## config.mk

```make
export PLATFORM = sky130hd
export DESIGN_NAME = muldiv_unit
export DESIGN_NICKNAME = d
export VERILOG_FILES = /design/src/rtl/muldiv_unit.sv
export SDC_FILE = /design/constraint.sdc
export NUM_CORES = 1
export LEC_CHECK = 0
export CORE_ASPECT_RATIO = 0.8
export CORE_MARGIN = 1
export CORE_UTILIZATION = 33
export DETAILED_ROUTE_END_ITERATION = 12
export HOLD_SLACK_MARGIN = 0.02
export MAX_ROUTING_LAYER = met4
export PLACE_DENSITY = 0.59
export SLEW_MARGIN = 30
export SYNTH_ARGS = -nofsm -noshare
export SYNTH_HDL_FRONTEND = slang
export SYNTH_SLANG_ARGS = --single-unit
```

## constraint.sdc

```tcl
create_clock -name clk -period 5.3 [get_ports clk]
set_input_delay 0.795 -clock clk [delete_from_list [all_inputs] [get_ports clk]]
set_output_delay 0.795 -clock clk [all_outputs]
set_load 0.03 [all_outputs]
```

## src/rtl/muldiv_unit.sv

```systemverilog
// RV32M iterative multiply/divide sequencer; stalls execute until its result is ready.
// Latency: N+1 cycles from start (N = XLEN/BITS_PER_CYCLE); 1 cycle for trivial ops when MULDIV_EARLY_OUT_EN is defined.
// Backpressure: stall high while busy; result and done held in DONE while hold is high.
module muldiv_unit #(
    parameter int XLEN           = 32,
    parameter int BITS_PER_CYCLE = 1
) (
    input  logic            clk,
    input  logic            reset,
    input  logic            start,
    input  logic [2:0]      op,
    input  logic [XLEN-1:0] rs1_data,
    input  logic [XLEN-1:0] rs2_data,
    input  logic            hold,
    input  logic            invalidate,
    output logic            stall,
    output logic            done,
    output logic [XLEN-1:0] result
);

    localparam int N     = XLEN / BITS_PER_CYCLE;
    localparam int CNT_W = $clog2(N + 1);

    typedef enum logic [1:0] {S_IDLE, S_BUSY, S_DONE} state_t;

    state_t            state_q;
    logic [CNT_W-1:0]  cnt_q;
    logic [2:0]        op_q;
    logic              neg_a_q, neg_b_q, bzero_q;
    logic [XLEN-1:0]   hi_q, lo_q, opnd_q;
    logic              done_q;
    logic [XLEN-1:0]   result_q;

    logic              sgn_a, sgn_b, neg_a, neg_b;
    logic [XLEN-1:0]   a_mag, b_mag;
    logic [XLEN-1:0]   hi_d, lo_d;
    logic [XLEN:0]     sum, shifted;
    logic [2*XLEN-1:0] prod;
    logic [XLEN-1:0]   fix_res;

    // MUL keeps only the low half, so its signedness choice is immaterial.
    assign sgn_a = op[2] ? !op[0] : (op[1:0] != 2'b11);
    assign sgn_b = op[2] ? !op[0] : !op[1];
    assign neg_a = sgn_a & rs1_data[XLEN-1];
    assign neg_b = sgn_b & rs2_data[XLEN-1];
    assign a_mag = neg_a ? -rs1_data : rs1_data;
    assign b_mag = neg_b ? -rs2_data : rs2_data;

    // hi/lo hold {partial product, multiplier} or {remainder, dividend->quotient}.
    always_comb begin
        hi_d    = hi_q;
        lo_d    = lo_q;
        sum     = '0;
        shifted = '0;
        for (int i = 0; i < BITS_PER_CYCLE; i++) begin
            if (op_q[2]) begin
                shifted = {hi_d, lo_d[XLEN-1]};
                lo_d    = {lo_d[XLEN-2:0], 1'b0};
                if (shifted >= {1'b0, opnd_q}) begin
                    shifted = shifted - {1'b0, opnd_q};
                    lo_d[0] = 1'b1;
                end
                hi_d = shifted[XLEN-1:0];
            end else begin
                sum  = {1'b0, hi_d} + (lo_d[0] ? {1'b0, opnd_q} : {(XLEN+1){1'b0}});
                lo_d = {sum[0], lo_d[XLEN-1:1]};
                hi_d = sum[XLEN:1];
            end
        end
    end

    always_comb begin
        prod = {hi_d, lo_d};
        if (neg_a_q ^ neg_b_q)
            prod = -prod;
        fix_res = '0;
        if (!op_q[2])
            fix_res = (op_q[1:0] == 2'b00) ? prod[XLEN-1:0] : prod[2*XLEN-1:XLEN];
        else if (op_q[1])
            fix_res = neg_a_q ? -hi_d : hi_d;
        else if (bzero_q)
            fix_res = '1;
        else
            fix_res = (neg_a_q ^ neg_b_q) ? -lo_d : lo_d;
    end

`ifdef MULDIV_EARLY_OUT_EN
    logic            div_zero, div_ovf, mul_zero, early_vld;
    logic [XLEN-1:0] early_res;

    assign div_zero  = op[2] && (rs2_data == '0);
    assign div_ovf   = op[2] && !op[0] && (rs1_data == {1'b1, {(XLEN-1){1'b0}}}) && (rs2_data == '1);
    assign mul_zero  = !op[2] && ((rs1_data == '0) || (rs2_data == '0));
    assign early_vld = div_zero || div_ovf || mul_zero;

    always_comb begin
        early_res = '0;
        if (div_zero)
            early_res = op[1] ? rs1_data : '1;
        else if (div_ovf)
            early_res = op[1] ? '0 : rs1_data;
    end
`endif

    always_ff @(posedge clk) begin
        if (reset) begin
            state_q  <= S_IDLE;
            cnt_q    <= '0;
            op_q     <= '0;
            neg_a_q  <= 1'b0;
            neg_b_q  <= 1'b0;
            bzero_q  <= 1'b0;
            hi_q     <= '0;
            lo_q     <= '0;
            opnd_q   <= '0;
            done_q   <= 1'b0;
            result_q <= '0;
        end else if (invalidate) begin
            state_q <= S_IDLE;
            done_q  <= 1'b0;
        end else begin
            case (state_q)
                S_IDLE: begin
                    if (start) begin
                        op_q    <= op;
                        neg_a_q <= neg_a;
                        neg_b_q <= neg_b;
                        bzero_q <= (rs2_data == '0);
                        hi_q    <= '0;
                        lo_q    <= op[2] ? a_mag : b_mag;
                        opnd_q  <= op[2] ? b_mag : a_mag;
`ifdef MULDIV_EARLY_OUT_EN
                        if (early_vld) begin
                            state_q  <= S_DONE;
                            done_q   <= 1'b1;
                            result_q <= early_res;
                        end else begin
                            state_q <= S_BUSY;
                            cnt_q   <= CNT_W'(N);
                        end
`else
                        state_q <= S_BUSY;
                        cnt_q   <= CNT_W'(N);
`endif
                    end
                end
                S_BUSY: begin
                    hi_q  <= hi_d;
                    lo_q  <= lo_d;
                    cnt_q <= cnt_q - CNT_W'(1);
                    if (cnt_q == CNT_W'(1)) begin
                        result_q <= fix_res;
                        done_q   <= 1'b1;
                        state_q  <= S_DONE;
                    end
                end
                S_DONE: begin
                    // start is ignored here: it still belongs to the op being captured.
                    if (!hold) begin
                        state_q <= S_IDLE;
                        done_q  <= 1'b0;
                    end
                end
                default: state_q <= S_IDLE;
            endcase
        end
    end

    assign stall  = ((state_q == S_IDLE) && start) || (state_q == S_BUSY);
    assign done   = done_q;
    assign result = result_q;

endmodule
```

==> flow_metrics.tcl <==
set metrics [dict create \
    outcome "complete, no violations" \
    clock_sinks 143 \
    rows 70 \
    drt_wl_total_mm 71.8 \
    layout-area-overhead-vs-synth_pct 17.5 \
    grt_usage_pct 30.1 \
    cp-start-kind "flip-flop" \
    antenna_found_initial 4 \
    synth_xor_area_share_pct 10.6 \
    yosysWarnings 0 \
    setup_tns_ns 0 \
    p_total_mw 4.12 \
    setup_viol 0 \
    synth-edff-count 0 \
    ir_worst_vdd_mv 0.217 \
    hold_path.class "reg -> reg" \
    yosysSeqAreaShare_pct 18.3 \
    die_area_um2 48300 \
    htreeDepth 4 \
    synth_top_family_by_area "compound AO/OA/AOI/OAI gates" \
    worstPathArrival_ns 5.38 \
    drc 0 \
    start_util_pct 33.8 \
    tritoncts "yes" \
    worst-setup-path-type "reg -> reg" \
    routedWlPerCell_um 24.4 \
    grt_pass1_vias 16200 \
    grt_pass1_wl_mm 106 \
    end_kind "flip-flop" \
    grt_start_max_net_pins 76 \
    fin_crit_ns 4.99 \
    postCtsHoldBufs 0 \
    vias_per_cell 6.07 \
    cts-root-buf "clkbuf_16" \
    timing.fmax_mhz 200 \
    placed_cells 2905 \
    synthArstFlopShare_pct 0 \
    overflow 0 \
    ios 106 \
    ant_nets 0 \
    cts_buffer_depth 2 \
    slew_headroom_pct 24.8 \
    synth.most_common_cell "nand2_1" \
    critical_path.max_fanout 6 \
    rsz0062_at_grt "no" \
    drive_above_1_share_pct 8.99 \
    synth-simple-area-share_pct 25.4 \
    port_buffers 105 \
    ys_types 101 \
    p_per_area_nw_per_um2 224 \
    required_ns 5.69 \
    yosysTopAreaCell "dfxtp_1" \
    syn_area_um2 15700 \
    dp_hpwl_mm 56.9 \
    period_share_pct 94.1 \
    synth_cells 2227 \
    avgSynthCellArea_um2 7.03 \
    multiInputGateArea_um2 12000 \
    leakage_nw 6.93 \
    synth_top_area_share_pct 18.3 \
    cap_violations 0 \
    synth-seq-cells 143 \
    tightest_slew_ns 1.11 \
    syn_nets 2371 \
    fp.dieW_um 245 \
    yosys-top-cells-area "dfxtp_1 (18%), a21oi_1 (7.5%), nand2_1 (6.5%), nor2_1 (5.8%), xnor2_1 (5.7%)" \
    slew_viol_final 0 \
    synthAdderAreaFrac_pct 5.85 \
    stdcell_count 2942 \
    clock_skew_ns 0.0144 \
    cts.reportedPaths.clkPinSlew_ns 0.07 \
    seqCellArea_um2 2870 \
    vias 17900 \
    nFillCells 4874 \
    nets 2456 \
    drt_first_pass_iters 6 \
    numCtsBuffers 17 \
    worstSkewPairLatency_ns 0.47 \
    synth_common_cells "nand2_1 (272), nor2_1 (240), a21oi_1 (234), dfxtp_1 (143), xnor2_1 (102)" \
    gp_congestion 1.03 \
    dieHeight_um 197 \
    synth.area.mux_share_pct 4.12 \
    synthFlopType "dfxtp_1" \
    hold_violations 0 \
    coreArea_um2 46200 \
    dr.first_iter.drc_count 2472 \
    synth_compound_area_share_pct 30.2 \
]
[layer usage]
layer	vias to the layer above	routed length, um	global-route usage [%]
met4	0	1920	8.97
met1	8466	34600	45.2
met5	-	0	-
met3	101	7080	5.43
met2	1009	28100	39.8
li1	8279	-	-
[report_power, final]
part	internal, mW	switching [mW]
Clock	0.843	0.567
Sequential	1.11	0.0526
Combinational	0.538	1.01
[what timing repair did]
action | in CTS | in global routing
endpoints found under the hold margin | 0 | 0
setup buffers | 0 | 0
resized for setup | 0 | 2
setup endpoints to repair | 0 | 1
[cells in the final DEF (no fill, tap or decap), types with 65 or more instances in the layout]
cell type,Yosys,routed
a21oi_1,234,234
buf_4,1,98
clkdlybuf4s50_1,0,103
dfxtp_1,143,141
ha_1,70,70
inv_1,73,73
nand2_1,272,272
nor2_1,240,238
nor3_1,66,65
o211ai_1,66,66
o21ai_0,94,94
xnor2_1,102,101
xor2_1,87,86
[worst paths after layout]
kind              slack (ns)         end  cells after the start  startpoint
setup / recovery        0.31  result[31]                     14     hi_q[0]
hold / removal          0.46  result[28]                      2  result[28]
setup reg to reg        0.31  result[31]                     14     hi_q[0]
hold reg to reg         0.46  result[28]                      2  result[28]
[sequential cells by signal, indices dropped and copies added (netlist names)]
signal,flops
done,1
lo_q,32
state_q,2
opnd_q,32
cnt_q,6
hi_q,32
op_q,3
bzero_q,1
neg_a_q,1
neg_b_q,1
result,32
[worst max-delay path: stages, from the launching register on]
cell and delay, ns:
dfxtp_1 0.50, ha_1 0.30, nor2b_1 0.18, o2111a_1 0.25
o21ai_0 0.48, a21oi_1 0.21, o311ai_0 0.95, a21boi_0 0.25
o311a_1 0.35, a21oi_2 0.41, nand4bb_1 0.23, nor4_1 0.08
or3_1 0.32, a311o_1 0.31, o211ai_1 0.09
[kinds of logic after synthesis]
kind of cell | count (synthesis)
and+or+nand+nor | 831
AOI/OAI and AO/OA | 713
buffers and inverters | 215
xor gates and xnor gates | 189
DFF | 143
adders and majority gates | 72
muxes | 64
[area by class of cell]
cell class / instances / share of cell area [%]
multi-input cells: 1869 / 65.2
flip-flops and latches: 143 / 15.6
repair buffers: 204 / 9.85
well taps: 612 / 4.16
clock buffers: 20 / 2.60
inverters: 77 / 1.57
clock inverters: 12 / 0.980
diodes: 5 / 0.0681
[through the flow]
stage               util, %  hold slack (ns)  worst slack, ns  area [um2]
floorplan                 -            0.440            0.671       15700
global placement       38.3            0.450            0.410       17700
detailed placement     38.3            0.452            0.401       17700
CTS                    39.7            0.461            0.397       18400
global route           39.8            0.480           0.0266       18400
finish                 39.8            0.456            0.311       18400
(Power assumes the default switching activity.)
